[src/rtl/spi_fifo_pkg.sv]
// Shared constants and elaboration helpers for the SPI TX/RX FIFOs.
package spi_fifo_pkg;
    localparam int DEF_DATAWIDTH = 8;
    localparam int DEF_DATADEPTH = 16;

    // Depth must be a power of two so the extra pointer bit wraps cleanly.
    function automatic bit is_pow2(input int n);
        return (n >= 2) && ((n & (n - 1)) == 0);
    endfunction
endpackage

[src/rtl/spi_fifo_if.sv]
// Bus-side / engine-side handshake bundle for one SPI FIFO instance.
interface spi_fifo_if
    import spi_fifo_pkg::*;
#(
    parameter int DATAWIDTH = DEF_DATAWIDTH,
    parameter int DATADEPTH = DEF_DATADEPTH
) ();
    localparam int ADDRESSWIDTH = $clog2(DATADEPTH);

    logic                  clear;
    logic                  writeEn;
    logic [DATAWIDTH-1:0]  dataIn;
    logic                  readEn;
    logic [DATAWIDTH-1:0]  dataOut;
    logic                  dataValid;
    logic                  full;
    logic                  empty;
    logic                  almostFull;
    logic                  almostEmpty;
    logic [ADDRESSWIDTH:0] count;
    logic                  overflow;
    logic                  underflow;

    modport master (
        output clear, writeEn, dataIn, readEn,
        input  dataOut, dataValid, full, empty, almostFull, almostEmpty,
               count, overflow, underflow
    );

    modport slave (
        input  clear, writeEn, dataIn, readEn,
        output dataOut, dataValid, full, empty, almostFull, almostEmpty,
               count, overflow, underflow
    );
endinterface

[src/rtl/spi_fifo_ram.sv]
// Simple dual-port RAM: one write port, one registered read port that holds when idle.
module spi_fifo_ram
    import spi_fifo_pkg::*;
#(
    parameter int DATAWIDTH    = DEF_DATAWIDTH,
    parameter int DATADEPTH    = DEF_DATADEPTH,
    parameter int ADDRESSWIDTH = $clog2(DATADEPTH)
) (
    input  logic                    clk,
    input  logic                    reset,
    input  logic                    we_i,
    input  logic [ADDRESSWIDTH-1:0] waddr_i,
    input  logic [DATAWIDTH-1:0]    wdata_i,
    input  logic                    re_i,
    input  logic [ADDRESSWIDTH-1:0] raddr_i,
    output logic [DATAWIDTH-1:0]    rdata_o
);
    logic [DATAWIDTH-1:0] mem_q [DATADEPTH];
    logic [DATAWIDTH-1:0] rdata_q;

    // Storage array; contents deliberately not reset.
    always_ff @(posedge clk) begin
        if (we_i) mem_q[waddr_i] <= wdata_i;
    end

    // Output register only loads on an accepted read, otherwise holds.
    always_ff @(posedge clk or negedge reset) begin
        if (!reset)    rdata_q <= '0;
        else if (re_i) rdata_q <= mem_q[raddr_i];
    end

    assign rdata_o = rdata_q;
endmodule

[src/rtl/spi_fifo.sv]
// Synchronous FIFO for SPI data paths: pointers, occupancy, status and sticky errors.
module spi_fifo
    import spi_fifo_pkg::*;
#(
    parameter int DATAWIDTH   = DEF_DATAWIDTH,
    parameter int DATADEPTH   = DEF_DATADEPTH,
    parameter int ALMOSTFULL  = DATADEPTH - 2,
    parameter int ALMOSTEMPTY = 2
) (
    input  logic clk,
    input  logic reset,
    spi_fifo_if.slave bus
);
    localparam int ADDRESSWIDTH = $clog2(DATADEPTH);
    localparam logic [ADDRESSWIDTH:0] DEPTH_C = (ADDRESSWIDTH+1)'(DATADEPTH);
    localparam logic [ADDRESSWIDTH:0] AF_C    = (ADDRESSWIDTH+1)'(ALMOSTFULL);
    localparam logic [ADDRESSWIDTH:0] AE_C    = (ADDRESSWIDTH+1)'(ALMOSTEMPTY);

    if (!is_pow2(DATADEPTH)) begin : g_depth_chk
        $error("spi_fifo: DATADEPTH must be a power of 2 and at least 2");
    end

    logic [ADDRESSWIDTH:0] wrPtr_q, wrPtr_d;
    logic [ADDRESSWIDTH:0] rdPtr_q, rdPtr_d;
    logic [ADDRESSWIDTH:0] count_q, count_d;
    logic                  ovf_q, ovf_d;
    logic                  udf_q, udf_d;
    logic                  vld_q, vld_d;
    logic                  full, empty, wr_acc, rd_acc;

    // Flags decode the registered count only, so they never glitch mid-cycle.
    assign full   = (count_q == DEPTH_C);
    assign empty  = (count_q == '0);
    // Clear wins over any request in the same cycle.
    assign wr_acc = bus.writeEn && !full  && !bus.clear;
    assign rd_acc = bus.readEn  && !empty && !bus.clear;

    // Next-state for pointers, occupancy and sticky errors.
    always_comb begin
        wrPtr_d = wrPtr_q;
        rdPtr_d = rdPtr_q;
        count_d = count_q;
        ovf_d   = ovf_q;
        udf_d   = udf_q;
        vld_d   = rd_acc;
        if (bus.clear) begin
            wrPtr_d = '0;
            rdPtr_d = '0;
            count_d = '0;
            ovf_d   = 1'b0;
            udf_d   = 1'b0;
            vld_d   = 1'b0;
        end else begin
            if (wr_acc) wrPtr_d = wrPtr_q + 1'b1;
            if (rd_acc) rdPtr_d = rdPtr_q + 1'b1;
            case ({wr_acc, rd_acc})
                2'b10:   count_d = count_q + 1'b1;
                2'b01:   count_d = count_q - 1'b1;
                default: count_d = count_q;
            endcase
            if (bus.writeEn && full)  ovf_d = 1'b1;
            if (bus.readEn  && empty) udf_d = 1'b1;
        end
    end

    // Control state registers.
    always_ff @(posedge clk or negedge reset) begin
        if (!reset) begin
            wrPtr_q <= '0;
            rdPtr_q <= '0;
            count_q <= '0;
            ovf_q   <= 1'b0;
            udf_q   <= 1'b0;
            vld_q   <= 1'b0;
        end else begin
            wrPtr_q <= wrPtr_d;
            rdPtr_q <= rdPtr_d;
            count_q <= count_d;
            ovf_q   <= ovf_d;
            udf_q   <= udf_d;
            vld_q   <= vld_d;
        end
    end

    spi_fifo_ram #(
        .DATAWIDTH   (DATAWIDTH),
        .DATADEPTH   (DATADEPTH),
        .ADDRESSWIDTH(ADDRESSWIDTH)
    ) u_ram (
        .clk    (clk),
        .reset  (reset),
        .we_i   (wr_acc),
        .waddr_i(wrPtr_q[ADDRESSWIDTH-1:0]),
        .wdata_i(bus.dataIn),
        .re_i   (rd_acc),
        .raddr_i(rdPtr_q[ADDRESSWIDTH-1:0]),
        .rdata_o(bus.dataOut)
    );

    assign bus.dataValid   = vld_q;
    assign bus.full        = full;
    assign bus.empty       = empty;
    assign bus.almostFull  = (count_q >= AF_C);
    assign bus.almostEmpty = (count_q <= AE_C);
    assign bus.count       = count_q;
    assign bus.overflow    = ovf_q;
    assign bus.underflow   = udf_q;
endmodule
[src/flat_wrapper.sv]
// flat-port wrapper written by rule: the top's interface ports become plain ports
module spi_fifo_flat import spi_fifo_pkg::*;
#(
    parameter int DATAWIDTH   = DEF_DATAWIDTH,
    parameter int DATADEPTH   = DEF_DATADEPTH,
    parameter int ALMOSTFULL  = DATADEPTH - 2,
    parameter int ALMOSTEMPTY = 2
)
  (clk, reset, bus_clear, bus_writeEn, bus_dataIn, bus_readEn, bus_dataOut, bus_dataValid, bus_full, bus_empty, bus_almostFull, bus_almostEmpty, bus_count, bus_overflow, bus_underflow);
  spi_fifo_if #(.DATAWIDTH(DATAWIDTH), .DATADEPTH(DATADEPTH)) bus_i ();
  input  logic clk;
  input  logic reset;
  input wire logic [$bits(bus_i.clear)-1:0] bus_clear;
  input wire logic [$bits(bus_i.writeEn)-1:0] bus_writeEn;
  input wire logic [$bits(bus_i.dataIn)-1:0] bus_dataIn;
  input wire logic [$bits(bus_i.readEn)-1:0] bus_readEn;
  output wire logic [$bits(bus_i.dataOut)-1:0] bus_dataOut;
  output wire logic [$bits(bus_i.dataValid)-1:0] bus_dataValid;
  output wire logic [$bits(bus_i.full)-1:0] bus_full;
  output wire logic [$bits(bus_i.empty)-1:0] bus_empty;
  output wire logic [$bits(bus_i.almostFull)-1:0] bus_almostFull;
  output wire logic [$bits(bus_i.almostEmpty)-1:0] bus_almostEmpty;
  output wire logic [$bits(bus_i.count)-1:0] bus_count;
  output wire logic [$bits(bus_i.overflow)-1:0] bus_overflow;
  output wire logic [$bits(bus_i.underflow)-1:0] bus_underflow;
  assign bus_i.clear = bus_clear;
  assign bus_i.writeEn = bus_writeEn;
  assign bus_i.dataIn = bus_dataIn;
  assign bus_i.readEn = bus_readEn;
  assign bus_dataOut = bus_i.dataOut;
  assign bus_dataValid = bus_i.dataValid;
  assign bus_full = bus_i.full;
  assign bus_empty = bus_i.empty;
  assign bus_almostFull = bus_i.almostFull;
  assign bus_almostEmpty = bus_i.almostEmpty;
  assign bus_count = bus_i.count;
  assign bus_overflow = bus_i.overflow;
  assign bus_underflow = bus_i.underflow;
  spi_fifo #(.DATAWIDTH(DATAWIDTH), .DATADEPTH(DATADEPTH), .ALMOSTFULL(ALMOSTFULL), .ALMOSTEMPTY(ALMOSTEMPTY)) u_core (.clk(clk), .reset(reset), .bus(bus_i));
endmodule
[config.mk]
export PLATFORM = sky130hd
export DESIGN_NAME = spi_fifo_flat
export DESIGN_NICKNAME = d
export VERILOG_FILES = /design/src/rtl/spi_fifo_pkg.sv /design/src/rtl/spi_fifo_if.sv /design/src/rtl/spi_fifo_ram.sv /design/src/rtl/spi_fifo.sv /design/src/flat_wrapper.sv
export SDC_FILE = /design/constraint.sdc
export NUM_CORES = 1
export LEC_CHECK = 0
export CAP_MARGIN = 25
export CORE_ASPECT_RATIO = 2
export CORE_MARGIN = 5
export CORE_UTILIZATION = 50
export CTS_CLUSTER_SIZE = 12
export DETAILED_ROUTE_END_ITERATION = 10
export PLACE_DENSITY = 0.71
export SLEW_MARGIN = 10
export SYNTH_ARGS = -nofsm -noshare
export SYNTH_HDL_FRONTEND = slang
export SYNTH_SLANG_ARGS = --single-unit
[constraint.sdc]
create_clock -name clk -period 7.76 [get_ports clk]
set_clock_uncertainty 0.15 [all_clocks]
set_input_delay 1.552 -clock clk [delete_from_list [all_inputs] [get_ports clk]]
set_output_delay 1.552 -clock clk [all_outputs]
set_load 0.05 [all_outputs]
==> out/metrics.csv <==
metric,value,unit
outcome,"finished, final reports clean",
synth_cells,333,
initial_utilization,50.71,%
max-clock-path-buffers,2,
final_cell_mix,"edfxtp_1, clkdlybuf4s50_1, nor2_1",
mostFrequentLayoutCell,edfxtp_1,
register_area_share_after_synthesis,70.21,%
site_row_count,58,
timing.final.max_slew_violations,0,
die_width,89.56,um
timing.final.crit_share,54.31,%
place.gp.congestion,0.8351,
worst-setup-path-type,reg2out,
grt_antenna_before_repair,0,
clk-insertion-delay-late,0.42,ns
seqCellArea,4446,sq um
final_setup_vio_count,0,
critical_path_arrival,2.51,ns
leakage,2.441,nW
worstPathMaxFanout,11,
grt_first_pass_wirelength,19.83,mm
cts_hold_buf,0,
rsz0062_at_grt,false,
yosysWarnings,0,
post_syn_nets,353,
synth-async-reset-ratio,15.79,%
synth_edf_count,128,
timing.setup.tns,0,ns
drt_wl_total,12.76,mm
cts_tree,built,
area_of_the_multi_input_gates,1743,sq um
drt-vias-per-instance,5.873,
ys_seq_elements,152,
synthFlopType,edfxtp_1,
power.density,342.7,nW/um^2
relSlewSlack,37.87,%
area_growth,16.39,%
setup.worst_path.end_class,output port,
ir_drop,316.4,uV
design_power_total,0.002525,W
tightestPinTransition,0.9285,ns
post_cts_buffers,0,
grt_max_degree,36,
critPathMaxStageDelay,0.85,ns
ant_nets,0,
tritoncts.num_buffers,17,
drc,0,
synthDistinctLibCells,43,
globalRoute.totalOverflow,0,
antenna_cells_inserted,0,
worstPathRequired,6.06,ns
die_height,169.1,um
critical_path.slowest_cell,clkdlybuf4s50_1,
nFillCells,913,
clk_transition_reported_paths,0.06,ns
ctsRootBufferMaster,clkbuf_16,
io_pins,33,
number_of_global_route_vias_before_repair,3387,
crit_buf_inv,1,
gr-usage-all-layers,18.66,%
hold_violations,0,
dp_hpwl,8.701,mm
post_cts_resize_count,0,
place.port_buffers,32,
detail_route.iter0.violations,271,
cts_htree_levels,4,
crit_family,buffers and inverters,
timing.hold.worst.class,reg2reg,
vias,3148,
cp_cell_sequence,or3_4 > nor3_1 > clkdlybuf4s50_1,
die-area,15150,sq um
avgSynthCellArea,19.01,sq um
drive_gt1_share,22.02,%
wl_per_cell,23.80,um
cts.sinks,152,
synth_area,6330,sq um
drtPass1Iterations,4,
cap_viol_max_count,0,
final_nets,393,
critical_path.startpoint_type,flip-flop,
fin_crit,4.215,ns
core_area,12480,sq um
clock.fmax,237.3,MHz
-- registers in the layout, indices dropped and copies added, names as in the netlist --
name	count
u_core.rdPtr_q	4
u_core.bus.dataValid	1
u_core.bus.overflow	1
u_core.bus.count	5
u_core.bus.underflow	1
u_core.u_ram.mem_q	128
u_core.wrPtr_q	4
u_core.u_ram.rdata_o	8
-- per-layer routing --
layer	wire, um	up-vias	global-route usage [%]
met5	0	-	0
met4	471	0	8.166
met3	565	29	4.774
met2	7427	105	32.68
met1	4293	1597	20.71
li1	-	1417	-
-- through the flow --
step                      area (sq um)  std cells  worst slack [ns]  utilization (%)  hold slack, ns
after floorplan                   6330        333             2.754                -          0.4062
after global placement            6714        499             3.450            53.79          0.3457
after CTS                         7327        532             3.528            58.70          0.3601
after global routing              7367        536             3.434            59.02          0.3898
after detailed placement          6741        500             3.341            54.01          0.3447
final                             7367        536             3.545            59.02          0.3506
-- worst reg2reg max path: stages (launching register included) --
cell and delay, ns:
dfrtp_1 0.53, or3_4 0.49, o31ai_4 0.33, nor3_2 0.12
xor2_1 0.18, ha_1 0.21, nor2_1 0.07, nor3_1 0.21
nand3_1 0.10, o311ai_1 0.14, o21ai_0 0.15, nand2_1 0.08
-- cell type report --
cell class	instances	share of cell area, %
repair buffers	38	5.299
clock buffers	18	5.825
well taps	150	2.548
inverters	4	0.2038
flip-flops and latches	152	60.34
multi-input cells	160	23.66
clock inverters	14	2.123
-- cell families after synthesis --
kind of cell,Yosys count,share of synthesized area [%]
buffers and inverters,21,2.332
xor gates and xnor gates,9,1.245
DFF,152,70.21
and+or+nand+nor,72,5.357
adders and majority gates,7,1.384
muxes,48,16.43
AOI/OAI and AO/OA,24,3.044
-- cell usage after synthesis (2+ instances only) --
| master | count | area share (%) |
|---|---|---|
| edfxtp_1 | 128 | 61 |
| mux4_2 | 27 | 9.6 |
| a21oi_1 | 7 | 0.55 |
| inv_1 | 3 | 0.18 |
| dfrtp_1 | 24 | 9.5 |
| nand2b_1 | 2 | 0.20 |
| mux4_1 | 13 | 5.4 |
| clkbuf_1 | 3 | 0.18 |
| mux2_2 | 8 | 1.4 |
| nor3_1 | 9 | 0.71 |
| ha_1 | 7 | 1.4 |
| xnor2_1 | 3 | 0.42 |
| nand4_1 | 2 | 0.20 |
| buf_4 | 3 | 0.36 |
| xor2_1 | 6 | 0.83 |
| nand3_1 | 2 | 0.16 |
| o31ai_4 | 2 | 0.67 |
| buf_6 | 3 | 0.53 |
| nor2_1 | 29 | 1.7 |
| buf_2 | 6 | 0.47 |
| o21ai_0 | 4 | 0.32 |
| a21boi_2 | 2 | 0.36 |
| nand2_1 | 20 | 1.2 |
-- worst paths after layout --
| kind | from | to | slack (ns) | cells after the start |
|---|---|---|---|---|
| min in group asynchronous | reset | u_core.bus.overflow | 1.32 | 1 |
| worst max register to register | u_core.bus.count[1] | u_core.bus.count[4] | 4.94 | 11 |
| worst min-delay path | u_core.bus.underflow | u_core.bus.underflow | 0.35 | 2 |
| worst max-delay path | u_core.bus.count[1] | bus_full | 3.55 | 3 |
| max in group asynchronous | reset | u_core.rdPtr_q[0] | 5.67 | 2 |
| worst min register to register | u_core.bus.underflow | u_core.bus.underflow | 0.35 | 2 |
-- where the power goes --
group	internal, W	switching (W)	leakage (nW)
Combinational	0.000290	0.000419	0.698
Sequential	0.000940	0.0000733	1.46
Clock	0.000455	0.000347	0.281
Total	0.00169	0.000840	2.44
Note: power is estimated with default switching activity, not from simulation.
